$ cat config.mk
export PLATFORM = sky130hd
export DESIGN_NAME = lshift_iter32
export DESIGN_NICKNAME = d
export VERILOG_FILES = /design/src/rtl/alu_defs_pkg.sv /design/src/rtl/lshift_iter32.sv
export SDC_FILE = /design/constraint.sdc
export NUM_CORES = 1
export LEC_CHECK = 0
export BUFFER_PORTS_ARGS = -buffer_cell sky130_fd_sc_hd__buf_4
export CAP_MARGIN = 15
export CORE_ASPECT_RATIO = 0.5
export CORE_MARGIN = 10
export CORE_UTILIZATION = 50
export DETAILED_ROUTE_END_ITERATION = 12
export PLACE_DENSITY = 0.94
export SYNTH_ARGS = -nofsm -noshare
export SYNTH_HDL_FRONTEND = slang
export SYNTH_SLANG_ARGS = --single-unit
export TNS_END_PERCENT = 50
$ cat constraint.sdc
create_clock -name clk -period 2.8 [get_ports clk]
set_input_delay 0.14 -clock clk [delete_from_list [all_inputs] [get_ports clk]]
set_output_delay 0.14 -clock clk [all_outputs]
set_load 0.1 [all_outputs]
$ cat src/rtl/alu_defs_pkg.sv
// ---------------------------------------------------------------------------
// alu_defs : shared definitions for the ALU shift companions.
//   WIDTH    data width of operands and results
//   SHAMT_W  number of shift-amount bits taken from the B operand
//   state_t  FSM encoding used by lshift_iter32
//   shl1     single-step left shift with an explicit fill bit
// ---------------------------------------------------------------------------
package alu_defs;

    localparam int WIDTH   = 32;
    localparam int SHAMT_W = 5;

    typedef enum logic [1:0] {
        ST_IDLE  = 2'd0,
        ST_SHIFT = 2'd1,
        ST_DONE  = 2'd2
    } state_t;

    // One shift step: drop the MSB, insert fill at the LSB.
    function automatic logic [WIDTH-1:0] shl1(input logic [WIDTH-1:0] v,
                                              input logic             fill);
        return {v[WIDTH-2:0], fill};
    endfunction

endpackage

$ cat src/rtl/lshift_iter32.sv
// ---------------------------------------------------------------------------
// lshift_iter32 : multi-cycle left shifter, one bit position per clock.
//   Operand A is shifted left by B[SHAMT_W-1:0] positions (modulo WIDTH);
//   upper bits of B are ignored. Launch with start while idle; busy is high
//   while shifting, done pulses for one cycle when C is valid. C holds its
//   value until the next accepted start.
//
// Ports
//   clk    in   1      rising-edge clock
//   rst    in   1      asynchronous active-high reset
//   start  in   1      launch request, honoured only in IDLE
//   rot    in   1      rotate select (only with LSHIFT_ROTATE_EN)
//   A      in   WIDTH  operand, latched on accepted start
//   B      in   WIDTH  shift amount, low SHAMT_W bits used
//   C      out  WIDTH  result register
//   busy   out  1      high in SHIFT state
//   done   out  1      one-cycle completion pulse
//
// Build option
//   LSHIFT_ROTATE_EN : adds the rot input; rot=1 feeds the outgoing MSB back
//                      into the LSB (rotate left), rot=0 shifts in zeros.
//                      Undefined: logical shift only, no rot port.
// ---------------------------------------------------------------------------
module lshift_iter32
    import alu_defs::*;
(
    input  logic             clk,
    input  logic             rst,
    input  logic             start,
`ifdef LSHIFT_ROTATE_EN
    input  logic             rot,
`endif
    input  logic [WIDTH-1:0] A,
    input  logic [WIDTH-1:0] B,
    output logic [WIDTH-1:0] C,
    output logic             busy,
    output logic             done
);

    state_t               r_state;
    state_t               w_state_nxt;
    logic [SHAMT_W-1:0]   r_count;
    logic [SHAMT_W-1:0]   w_count_nxt;
    logic [WIDTH-1:0]     r_c;
    logic [WIDTH-1:0]     w_c_nxt;
    logic                 r_busy;
    logic                 r_done;
    logic                 w_fill;
    logic                 w_unused_b;

    // Upper shift-amount bits are architecturally ignored.
    assign w_unused_b = ^B[WIDTH-1:SHAMT_W];

`ifdef LSHIFT_ROTATE_EN
    logic r_rot;
    logic w_rot_nxt;

    // Rotate re-injects the bit leaving the MSB; logical shift injects zero.
    assign w_fill = r_rot & r_c[WIDTH-1];
`else
    assign w_fill = 1'b0;
`endif

    // Next-state, next-count and next-result logic for the shift FSM.
    always_comb begin
        w_state_nxt = r_state;
        w_count_nxt = r_count;
        w_c_nxt     = r_c;
`ifdef LSHIFT_ROTATE_EN
        w_rot_nxt   = r_rot;
`endif
        case (r_state)
            ST_IDLE: begin
                if (start) begin
                    w_state_nxt = ST_SHIFT;
                    w_count_nxt = B[SHAMT_W-1:0];
                    w_c_nxt     = A;
`ifdef LSHIFT_ROTATE_EN
                    w_rot_nxt   = rot;
`endif
                end else begin
                    w_state_nxt = ST_IDLE;
                end
            end
            ST_SHIFT: begin
                // The count==0 cycle is spent in SHIFT, giving n+1 cycles of busy.
                if (r_count != {SHAMT_W{1'b0}}) begin
                    w_c_nxt     = shl1(r_c, w_fill);
                    w_count_nxt = r_count - SHAMT_W'(1);
                end else begin
                    w_state_nxt = ST_DONE;
                end
            end
            ST_DONE: begin
                // start is deliberately not sampled here; a held start relaunches from IDLE.
                w_state_nxt = ST_IDLE;
            end
            default: begin
                w_state_nxt = ST_IDLE;
            end
        endcase
    end

    // State, datapath and registered status flags.
    always_ff @(posedge clk or posedge rst) begin
        if (rst) begin
            r_state <= ST_IDLE;
            r_count <= {SHAMT_W{1'b0}};
            r_c     <= {WIDTH{1'b0}};
            r_busy  <= 1'b0;
            r_done  <= 1'b0;
        end else begin
            r_state <= w_state_nxt;
            r_count <= w_count_nxt;
            r_c     <= w_c_nxt;
            // Flags decoded from the next state so they align with r_state.
            r_busy  <= (w_state_nxt == ST_SHIFT);
            r_done  <= (w_state_nxt == ST_DONE);
        end
    end

`ifdef LSHIFT_ROTATE_EN
    // Rotate mode is captured alongside the operand.
    always_ff @(posedge clk or posedge rst) begin
        if (rst) begin
            r_rot <= 1'b0;
        end else begin
            r_rot <= w_rot_nxt;
        end
    end
`endif

    assign C    = r_c;
    assign busy = r_busy;
    assign done = r_done;

endmodule

==> results by stage <==
Outcome:
- The run finished with clean final reports.

Synth:
- After synthesis, the share of flip-flops with an asynchronous set or reset is 100%.
- The part of the Yosys area used for sequential elements is 47.3%.
- The number of enable flip-flop cells after synthesis is 0.
- The Yosys step of the flow raised 0 warnings.
- The synthesized cell area is 2170 um2.
- Each instance of the synthesized netlist takes up on average 14.5 um2.
- Counting distinct cell types in the post-synthesis netlist gives 30.
- The most used flip-flop cell after synthesis is sky130_fd_sc_hd__dfrtp_1.
- The count of mapped cells out of synthesis is 149.
- The flip-flop and latch count after synthesis is 41.
- When the netlist entered floorplanning its net count stood at 217.

Die:
- 101 I/O pins were placed.
- The starting density of the core is 53.6%.
- The die span in y is 66.6 um.
- Measured along the x axis, the die boundary spans 113 um.
- The floorplan step defined a core boundary enclosing 4040 um2.
- The die covers 7530 um2.
- The number of placement rows is 16.

Clock network:
- The cell sitting at the root of the clock tree is a sky130_fd_sc_hd__clkbuf_8.
- The later-pin clock latency in the skew report is 290 ps.
- Clock-pin slew was measured on the worst setup and hold paths at 80 ps.
- The tree built by TritonCTS fans out to 41 sinks.
- TritonCTS built the clock tree.
- In this run the number of H-tree levels came out at 2.
- The buffer levels on the longest clock path is 2.
- The number of gates resized after cts is 0.
- The number of clock buffers inserted by TritonCTS is 5.

Placement:
- Once detailed placement completed, the half-perimeter wirelength came to 3.70 mm.
- The port buffer count is 73.
- The congestion estimate from routability-driven global placement came to 0.804.

Cells and area:
- The area used by multi-input combinational logic is 1070 um2.
- Summing all flip-flop and latch instances after layout gives 1030 um2.
- The post-route netlist has 66.1% of its cells at a drive strength greater than 1.
- In the final design database the tool counted 294 nets.
- The library cells used most frequently in the layout, excluding fill and tap cells, are sky130_fd_sc_hd__buf_4 (76), sky130_fd_sc_hd__dfrtp_1 (41), sky130_fd_sc_hd__mux2_2 (36).
- The antenna diode count is 0.
- The library cell used most frequently in the layout, excluding fill and tap cells, is sky130_fd_sc_hd__buf_4.
- The growth of design area from synthesis to finish is 31.8%.
- The filler cells instantiated in the layout total 291.

Worst setup path:
- The type of the worst setup path is flop to flop.
- Data arrives at the worst endpoint at 2160 ps.
- The worst stage delay on the critical path is 720 ps.
- The worst setup path is captured at a flop.
- Walking the worst path, the cells encountered are nor2b_2 > mux2_2 > mux2_4.
- In this run the worst path has a maximum fanout of 17.
- The critical path launch point type is a flop.
- STA puts the critical path data required time at 2980 ps.
- For this design, the slowest cell found on the critical path is sky130_fd_sc_hd__nor2b_2.

Drt:
- The pre-antenna-repair detailed-routing pass consisted of 4 iterations.
- The count of nets left with antenna violations once routing finished came out at 0.
- After detailed routing, the number of remaining DRC violations is 0.
- The count of routing violations after the opening detailed-route iteration is 61.
- The detailed router placed 1482 vias in this run.
- Wires add up to 4.99 mm.
- In the final routed layout, each cell accounts on average for 17.7 um.
- After detailed routing, the number of vias per cell comes to 5.27.

STA:
- The final hold violation count is 0.
- Between clock sinks in the finished design, the worst skew comes to 2.98 ps.
- Setup repair after global routing left no endpoint under its margin.
- The highest clock frequency the design can meet is 503 MHz.
- The worst pin sits at a relative slew slack of 45.7%.
- The total negative slack for setup checks is 0 ps.
- The total count of max-transition violations in the final report was 0.
- The minimum hold slack is 68.4 ps.
- Setup violations remaining at the end of the flow were counted as 0.
- For the pin with the worst max-slew slack, the measured transition is 810 ps.
- The smallest clock period supported by the final layout is computed as 1990 ps.
- After layout, the worst path uses 71.0% of the clock period.

Global route:
- The total overflow left after global routing is 0.
- Entering global routing, the biggest net connects 37 pins.
- The initial antenna violation count is 0.
- The number of global-route vias before repair is 1598.
- The first-pass GRT wire length is 8.03 mm.
- Global routing used 12.9% of the available tracks.

Run:
- The count of maximum capacitance violations is 0.

Min path:
- The min-delay analysis places its worst path in the category input port to flop.
-- Yosys cell counts, types with 2 or more instances --
cell	number	share of area (%)
sky130_fd_sc_hd__nand3_1	2	0.46
sky130_fd_sc_hd__inv_1	3	0.52
sky130_fd_sc_hd__mux2_4	26	18
sky130_fd_sc_hd__mux2_2	36	19
sky130_fd_sc_hd__o211ai_1	2	0.69
sky130_fd_sc_hd__nor3b_1	2	0.69
sky130_fd_sc_hd__a211oi_1	2	0.69
sky130_fd_sc_hd__nor3_1	2	0.46
sky130_fd_sc_hd__nor2_1	4	0.69
sky130_fd_sc_hd__dfrtp_1	41	47
sky130_fd_sc_hd__o21ai_0	3	0.69
sky130_fd_sc_hd__buf_6	4	2.1
sky130_fd_sc_hd__buf_2	4	0.92
sky130_fd_sc_hd__mux2i_1	2	0.92
-- critical path: cells and delay by family (launching register included) --
family	cells	cell delay (ps)
simple gates	1	720
mux	2	680
flops	1	470
-- cells by family (layout without fill, tap and decap cells) --
kind of cell | Yosys count | count (layout) | synth area share [%]
compound gates | 12 | 12 | 4.33
mux | 64 | 64 | 37.6
flops | 41 | 41 | 47.3
fa+ha+maj | 1 | 1 | 0.577
buf+inv | 11 | 89 | 3.52
simple gates | 20 | 20 | 6.58
-- final timing paths --
path,startpoint,end,slack [ps],cells past startpoint
min in group asynchronous,rst,C[22]$_DFFE_PP0P_,280,3
max in group asynchronous,rst,C[4]$_DFFE_PP0P_,1850,4
min reg2reg,C[31]$_DFFE_PP0P_,C[31]$_DFFE_PP0P_,520,1
max reg2reg,r_state[0]$_DFF_PP0_,C[21]$_DFFE_PP0P_,810,3
max,r_state[0]$_DFF_PP0_,C[21]$_DFFE_PP0P_,810,3
min,A[0],C[0]$_DFFE_PP0P_,70,3
-- registers in the layout (all words and copies together), names as in the netlist --
signal,flops
r_count,5
r_state,2
C,32
busy,1
done,1
-- routing by layer --
| metal | vias to the layer above | wire length, um | global-route usage, % |
|---|---|---|---|
| li1 | 702 | - | - |
| met1 | 747 | 2010 | 14.3 |
| met2 | 31 | 2680 | 24.0 |
| met3 | 2 | 264 | 3.84 |
| met4 | 0 | 31 | 3.30 |
| met5 | - | 0 | 0 |
-- through the flow --
step	instances	util, %	setup slack [ps]	area (um2)
2_1_floorplan	149	-	1150	2170
3_5_place_dp	272	68.3	824	2760
5_1_grt	281	70.6	673	2860
6_report	281	70.6	812	2860
4_1_cts	281	70.6	826	2860
3_3_place_gp	272	68.3	876	2760
-- what timing repair did --
item,4_1_cts,5_1_grt
hold buffers,1,0
hold endpoints to repair,5,0
setup buffers,0,0
-- cell type report --
type | instances | share of cell area (%)
clock buffer | 6 | 2.54
clock inverter | 2 | 0.351
inverter | 3 | 0.394
multi-input combinational | 97 | 37.4
sequential | 41 | 35.9
tap | 54 | 2.37
timing repair buffer | 78 | 21.0
Power is left out: the tool's default activity adds up to more than one toggle a clock period on the data nets, which glitch-free logic cannot reach.
